## config.mk

```make
export PLATFORM = sky130hd
export DESIGN_NAME = adder0_flat
export DESIGN_NICKNAME = d
export VERILOG_FILES = /design/src/rtl/adder0_if.sv /design/src/rtl/adder0.sv /design/src/flat_wrapper.sv
export SDC_FILE = /design/constraint.sdc
export NUM_CORES = 1
export LEC_CHECK = 0
export CORE_MARGIN = 2
export CORE_UTILIZATION = 45
export DETAILED_ROUTE_END_ITERATION = 10
export GPL_TIMING_DRIVEN = 0
export PLACE_DENSITY = 0.82
export SYNTH_ARGS = -nofsm -noshare
export SYNTH_HDL_FRONTEND = slang
export SYNTH_SLANG_ARGS = --single-unit
export TNS_END_PERCENT = 1
```

## constraint.sdc

```tcl
create_clock -name clk -period 2.05 [get_ports clk]
set_clock_uncertainty 0.2 [all_clocks]
set_input_delay 0.3075 -clock clk [delete_from_list [all_inputs] [get_ports clk]]
set_output_delay 0.3075 -clock clk [all_outputs]
set_load 0.005 [all_outputs]
```

## src/rtl/adder0_if.sv

```systemverilog
`default_nettype none
// ============================================================================
//  Module      : adder0_if
//  Description : Beat-level bus for the adder0 full/serial adder. The master
//                drives the operand beat, the slave returns the registered
//                per-beat result and the assembled serial word.
//  Revision    : 1.0  initial release
// ============================================================================
interface adder0_if #(
    parameter int WIDTH = 8
);
    logic             x;
    logic             y;
    logic             Cin;
    logic             in_valid;
    logic             serial_en;
    logic             serial_start;
    logic             Sum;
    logic             Cout;
    logic             out_valid;
    logic [WIDTH-1:0] word_sum;
    logic             word_cout;
    logic             word_done;

    modport master (
        output x, y, Cin, in_valid, serial_en, serial_start,
        input  Sum, Cout, out_valid, word_sum, word_cout, word_done
    );

    modport slave (
        input  x, y, Cin, in_valid, serial_en, serial_start,
        output Sum, Cout, out_valid, word_sum, word_cout, word_done
    );
endinterface
`default_nettype wire

```

## src/rtl/adder0.sv

```systemverilog
`default_nettype none
// ============================================================================
//  Module      : adder0
//  Description : Registered full adder. Each accepted beat is either an
//                independent full-add or one bit (LSB first) of a WIDTH-bit
//                bit-serial addition whose carry is kept between beats.
//  Revision    : 1.0  initial release
// ============================================================================
module adder0 #(
    parameter int WIDTH = 8
) (
    input  wire logic clk,
    input  wire logic rst_n,
    adder0_if.slave   bus
);
    localparam int                 c_CNT_W = $clog2(WIDTH);
    localparam logic [c_CNT_W-1:0] c_LAST  = c_CNT_W'(WIDTH - 1);
    localparam logic [c_CNT_W-1:0] c_ONE   = c_CNT_W'(1);

    logic               r_sum;
    logic               r_cout;
    logic               r_out_valid;
    logic [WIDTH-1:0]   r_word_sum;
    logic               r_word_cout;
    logic               r_word_done;
    logic               r_carry;
    logic [c_CNT_W-1:0] r_cnt;

    logic               w_cin_eff;
    logic               w_sum;
    logic               w_cout;
    logic [c_CNT_W-1:0] w_idx;
    logic               w_last;

    // Carry selection, one-bit add, and position of this beat inside the word.
    // serial_start forces bit 0, which also aborts any partial word in flight.
    always_comb begin
        w_cin_eff       = (!bus.serial_en || bus.serial_start) ? bus.Cin : r_carry;
        {w_cout, w_sum} = {1'b0, bus.x} + {1'b0, bus.y} + {1'b0, w_cin_eff};
        w_idx           = bus.serial_start ? '0 : r_cnt;
        w_last          = (w_idx == c_LAST);
    end

    // Result registers, serial carry, bit counter and word assembly.
    always_ff @(posedge clk) begin
        if (!rst_n) begin
            r_sum       <= 1'b0;
            r_cout      <= 1'b0;
            r_out_valid <= 1'b0;
            r_word_sum  <= '0;
            r_word_cout <= 1'b0;
            r_word_done <= 1'b0;
            r_carry     <= 1'b0;
            r_cnt       <= '0;
        end else begin
            r_out_valid <= bus.in_valid;
            r_word_done <= 1'b0;
            if (bus.in_valid) begin
                r_sum  <= w_sum;
                r_cout <= w_cout;
                if (!bus.serial_en) begin
                    r_carry <= 1'b0;
                    r_cnt   <= '0;
                end else begin
                    r_word_sum <= {w_sum, r_word_sum[WIDTH-1:1]};
                    if (w_last) begin
                        r_word_done <= 1'b1;
                        r_word_cout <= w_cout;
                        r_carry     <= 1'b0;
                        r_cnt       <= '0;
                    end else begin
                        r_carry <= w_cout;
                        r_cnt   <= w_idx + c_ONE;
                    end
                end
            end
        end
    end

    assign bus.Sum       = r_sum;
    assign bus.Cout      = r_cout;
    assign bus.out_valid = r_out_valid;
    assign bus.word_sum  = r_word_sum;
    assign bus.word_cout = r_word_cout;
    assign bus.word_done = r_word_done;
endmodule
`default_nettype wire

```

## src/flat_wrapper.sv

```systemverilog
// flat-port wrapper written by rule: the top's interface ports become plain ports
module adder0_flat 
#(
    parameter int WIDTH = 8
)
  (clk, rst_n, bus_x, bus_y, bus_Cin, bus_in_valid, bus_serial_en, bus_serial_start, bus_Sum, bus_Cout, bus_out_valid, bus_word_sum, bus_word_cout, bus_word_done);
  adder0_if #(.WIDTH(WIDTH)) bus_i ();
  input  wire logic clk;
  input  wire logic rst_n;
  input wire logic [$bits(bus_i.x)-1:0] bus_x;
  input wire logic [$bits(bus_i.y)-1:0] bus_y;
  input wire logic [$bits(bus_i.Cin)-1:0] bus_Cin;
  input wire logic [$bits(bus_i.in_valid)-1:0] bus_in_valid;
  input wire logic [$bits(bus_i.serial_en)-1:0] bus_serial_en;
  input wire logic [$bits(bus_i.serial_start)-1:0] bus_serial_start;
  output wire logic [$bits(bus_i.Sum)-1:0] bus_Sum;
  output wire logic [$bits(bus_i.Cout)-1:0] bus_Cout;
  output wire logic [$bits(bus_i.out_valid)-1:0] bus_out_valid;
  output wire logic [$bits(bus_i.word_sum)-1:0] bus_word_sum;
  output wire logic [$bits(bus_i.word_cout)-1:0] bus_word_cout;
  output wire logic [$bits(bus_i.word_done)-1:0] bus_word_done;
  assign bus_i.x = bus_x;
  assign bus_i.y = bus_y;
  assign bus_i.Cin = bus_Cin;
  assign bus_i.in_valid = bus_in_valid;
  assign bus_i.serial_en = bus_serial_en;
  assign bus_i.serial_start = bus_serial_start;
  assign bus_Sum = bus_i.Sum;
  assign bus_Cout = bus_i.Cout;
  assign bus_out_valid = bus_i.out_valid;
  assign bus_word_sum = bus_i.word_sum;
  assign bus_word_cout = bus_i.word_cout;
  assign bus_word_done = bus_i.word_done;
  adder0 #(.WIDTH(WIDTH)) u_core (.clk(clk), .rst_n(rst_n), .bus(bus_i));
endmodule
```

==> qor.txt <==
vias per cell: 5.162
top post-synthesis cells by count: 17 x dfxtp_1, 12 x nand2_1, 6 x a21boi_2, 6 x nand2_2
Syn Area/Cell: 9.961 um2
GP Congestion: 0.6817
post-cts resize count: 0
share of cells above drive strength 1: 20.79%
Mapped Cells: 77
first-pass GRT wire length: 2346 um
Die W: 45.29 um
synthesized area: 767.0 um2
#FFs+latches synth: 17
Final min period: 1.925 ns
Register-to-Register Path Depth: 5
Max Cap Viol: 0
Worst-Margin Slew: 0.3482 ns
Worst Hold Depth: 2
clock root buffer: clkbuf_4
number of distinct library cells after synthesis: 26
max frequency: 519.4 MHz
wire per inst: 11.11 um
CP max FO: 4
crit path kind: primary input to flip-flop
Setup TNS: 0 ns
Largest stage delay, worst path: 0.57 ns
die height: 45.29 um
syn_nets: 88
CP startpoint kind: primary input
die area: 0.002051 mm2
CTS tree: done
CP top delay family: buffers and inverters
worst vdd ir: 0.0004308 V
Synth-to-Final Area Change: 32.14%
GR Overflow Total: 0
critical path's slowest cell: clkdlybuf4s50_1
sequential share of the synthesized area: 44.37%
Initial Util: 49.20%
Clk pin slew, worst setup/hold paths: 0.10 ns
slew margin rel.: 76.78%
pwr/cell area: 588.5 mW/mm2
DP Area: 987.2 um2
initial antenna violation count: 0
critical path cell sequence: clkdlybuf4s50_1 > nand2b_1 > mux2i_1 > fa_1 > o32ai_1 > and2_1
most common cell in the netlist: dfxtp_1
Clock Latency Late Sink: 0.28 ns
CTS sink cnt: 17
deepest clock path buffer count: 2
number of CTS-inserted buffers: 3
DP HPWL: 1017 um
HP Class: flip-flop to flip-flop
Setup Buffers After CTS: 0
RSZ-0062 raised after global routing: no
WP data required: 2.08 ns
Arr. time, crit path: 1.96 ns
Crit. path cell count: 6
DRC: 0
vias in the first global route: 595
largest net degree at the start of global routing: 11
core footprint: 0.001559 mm2
crit share post-route: 93.92%
status: finished, final reports clean
Yosys Warn Count: 0
H-tree Lvls: 1
ys flop type: dfxtp_1
Post-synth EDFFs: 0
post-synth top area share: 44.37%
# setup viols final: 0
drt pass-1 iters: 4
hold violation count in the final report: 0
Port Buffers: 20
num rows: 14
Slew Limit Fails: 0
synth top area cells: dfxtp_1 44%, a21boi_2 8.8%, nand2_1 5.9%
Final Cell Area: 0.001013 mm2
Initial DRC Count: 14
drt total wl: 1300 um
nets: 113
static leakage: 0.4085 nW
post-cts hold buffer count: 0
IO Count: 21
fillcell total: 130
asr flop ratio synth: 0%
Vias: 604
Routed Antenna Nets: 0
Critical Path Sink Type: flip-flop
WP buf/inv: 1
top cell type by total area after synthesis: dfxtp_1
Total GRT Usage: 15.59%
Diodes inserted: 0
## metrics by stage
| stage | std cells | hold WS (ns) | util, % | setup WS, ns | power, W |
|---|---|---|---|---|---|
| floorplan | 77 | 0.2395 | - | 0.4488 | 0.0003925 |
| global placement | 113 | 0.2536 | 63.32 | -0.1511 | 0.0004286 |
| detailed placement | 113 | 0.2568 | 63.32 | -0.1694 | 0.0004307 |
| CTS | 117 | 0.2707 | 65.01 | 0.1269 | 0.0006032 |
| global route | 117 | 0.2948 | 65.01 | 0.09322 | 0.0006265 |
| finish | 117 | 0.2657 | 65.01 | 0.1246 | 0.0005964 |
## layout by cell type (no fill, tap or decap), types with 2 or more instances in the layout
master	synthesis	layout
a21boi_1	2	2
a21boi_2	6	6
and2_1	3	3
buf_6	2	2
clkbuf_1	1	2
clkbuf_4	0	3
clkdlybuf4s50_1	0	20
dfxtp_1	17	17
ha_1	2	2
inv_1	4	4
nand2_1	12	12
nand2_2	6	6
nand2b_1	2	2
nor2b_1	4	4
o211a_1	3	3
## where the power goes
part | total, W | leakage [nW] | switching (W) | internal [W]
combinational | 0.0000783 | 0.255 | 0.0000329 | 0.0000455
sequential | 0.000344 | 0.138 | 0.00000464 | 0.000339
clock | 0.000175 | 0.0150 | 0.0000991 | 0.0000755
## metal layers
metal / global-route usage [%] / wire length [um] / vias up
met5: 0 / 0 / -
met4: 5.294 / 0 / 0
met1: 18.95 / 570 / 280
met2: 26.86 / 657 / 21
met3: 3.600 / 73 / 0
li1: - / - / 303
## path summary, 6_finish.rpt
check	slack, ns	start	to
setup / recovery	0.12	bus_serial_en	u_core.r_carry
hold / removal	0.27	u_core.bus.word_sum[0]	u_core.bus.word_sum[0]
setup reg to reg	0.51	u_core.r_cnt[1]	u_core.r_carry
hold reg to reg	0.27	u_core.bus.word_sum[0]	u_core.bus.word_sum[0]
## area by class of cell
class                      count  area (um2)  area share, %
tap                           16       20.02          1.975
buffer                         3       26.28          2.593
clock buffer                   4       26.28          2.593
timing repair buffer          20       200.2          19.75
sequential                    17       340.3          33.58
inverter                       4       15.01          1.481
multi-input combinational     53       385.4          38.02
## state kept, by name (all words and copies together), names as in the netlist
name and flops:
u_core.bus.word_sum 8, u_core.r_cnt 3, u_core.bus.Cout 1, u_core.bus.Sum 1
u_core.bus.out_valid 1, u_core.bus.word_cout 1, u_core.bus.word_done 1, u_core.r_carry 1
## logic make-up (layout without fill, tap and decap cells)
group	after synthesis	in the layout	share of synthesized area [%]
fa+ha+maj	3	3	5.872
compound gates	16	16	19.09
simple gates	33	33	23.98
mux	1	1	1.305
buf+inv	7	31	5.382
flops	17	17	44.37
## tightest hold or removal path: cells and delay by family (launching register included)
| kind | cells | cell delay (ns) |
|---|---|---|
| flip-flops | 1 | 0.32 |
| AND/OR/NAND/NOR | 1 | 0.06 |
| AO/OA/AOI/OAI | 1 | 0.05 |
Note: power is estimated with default switching activity, not from simulation.
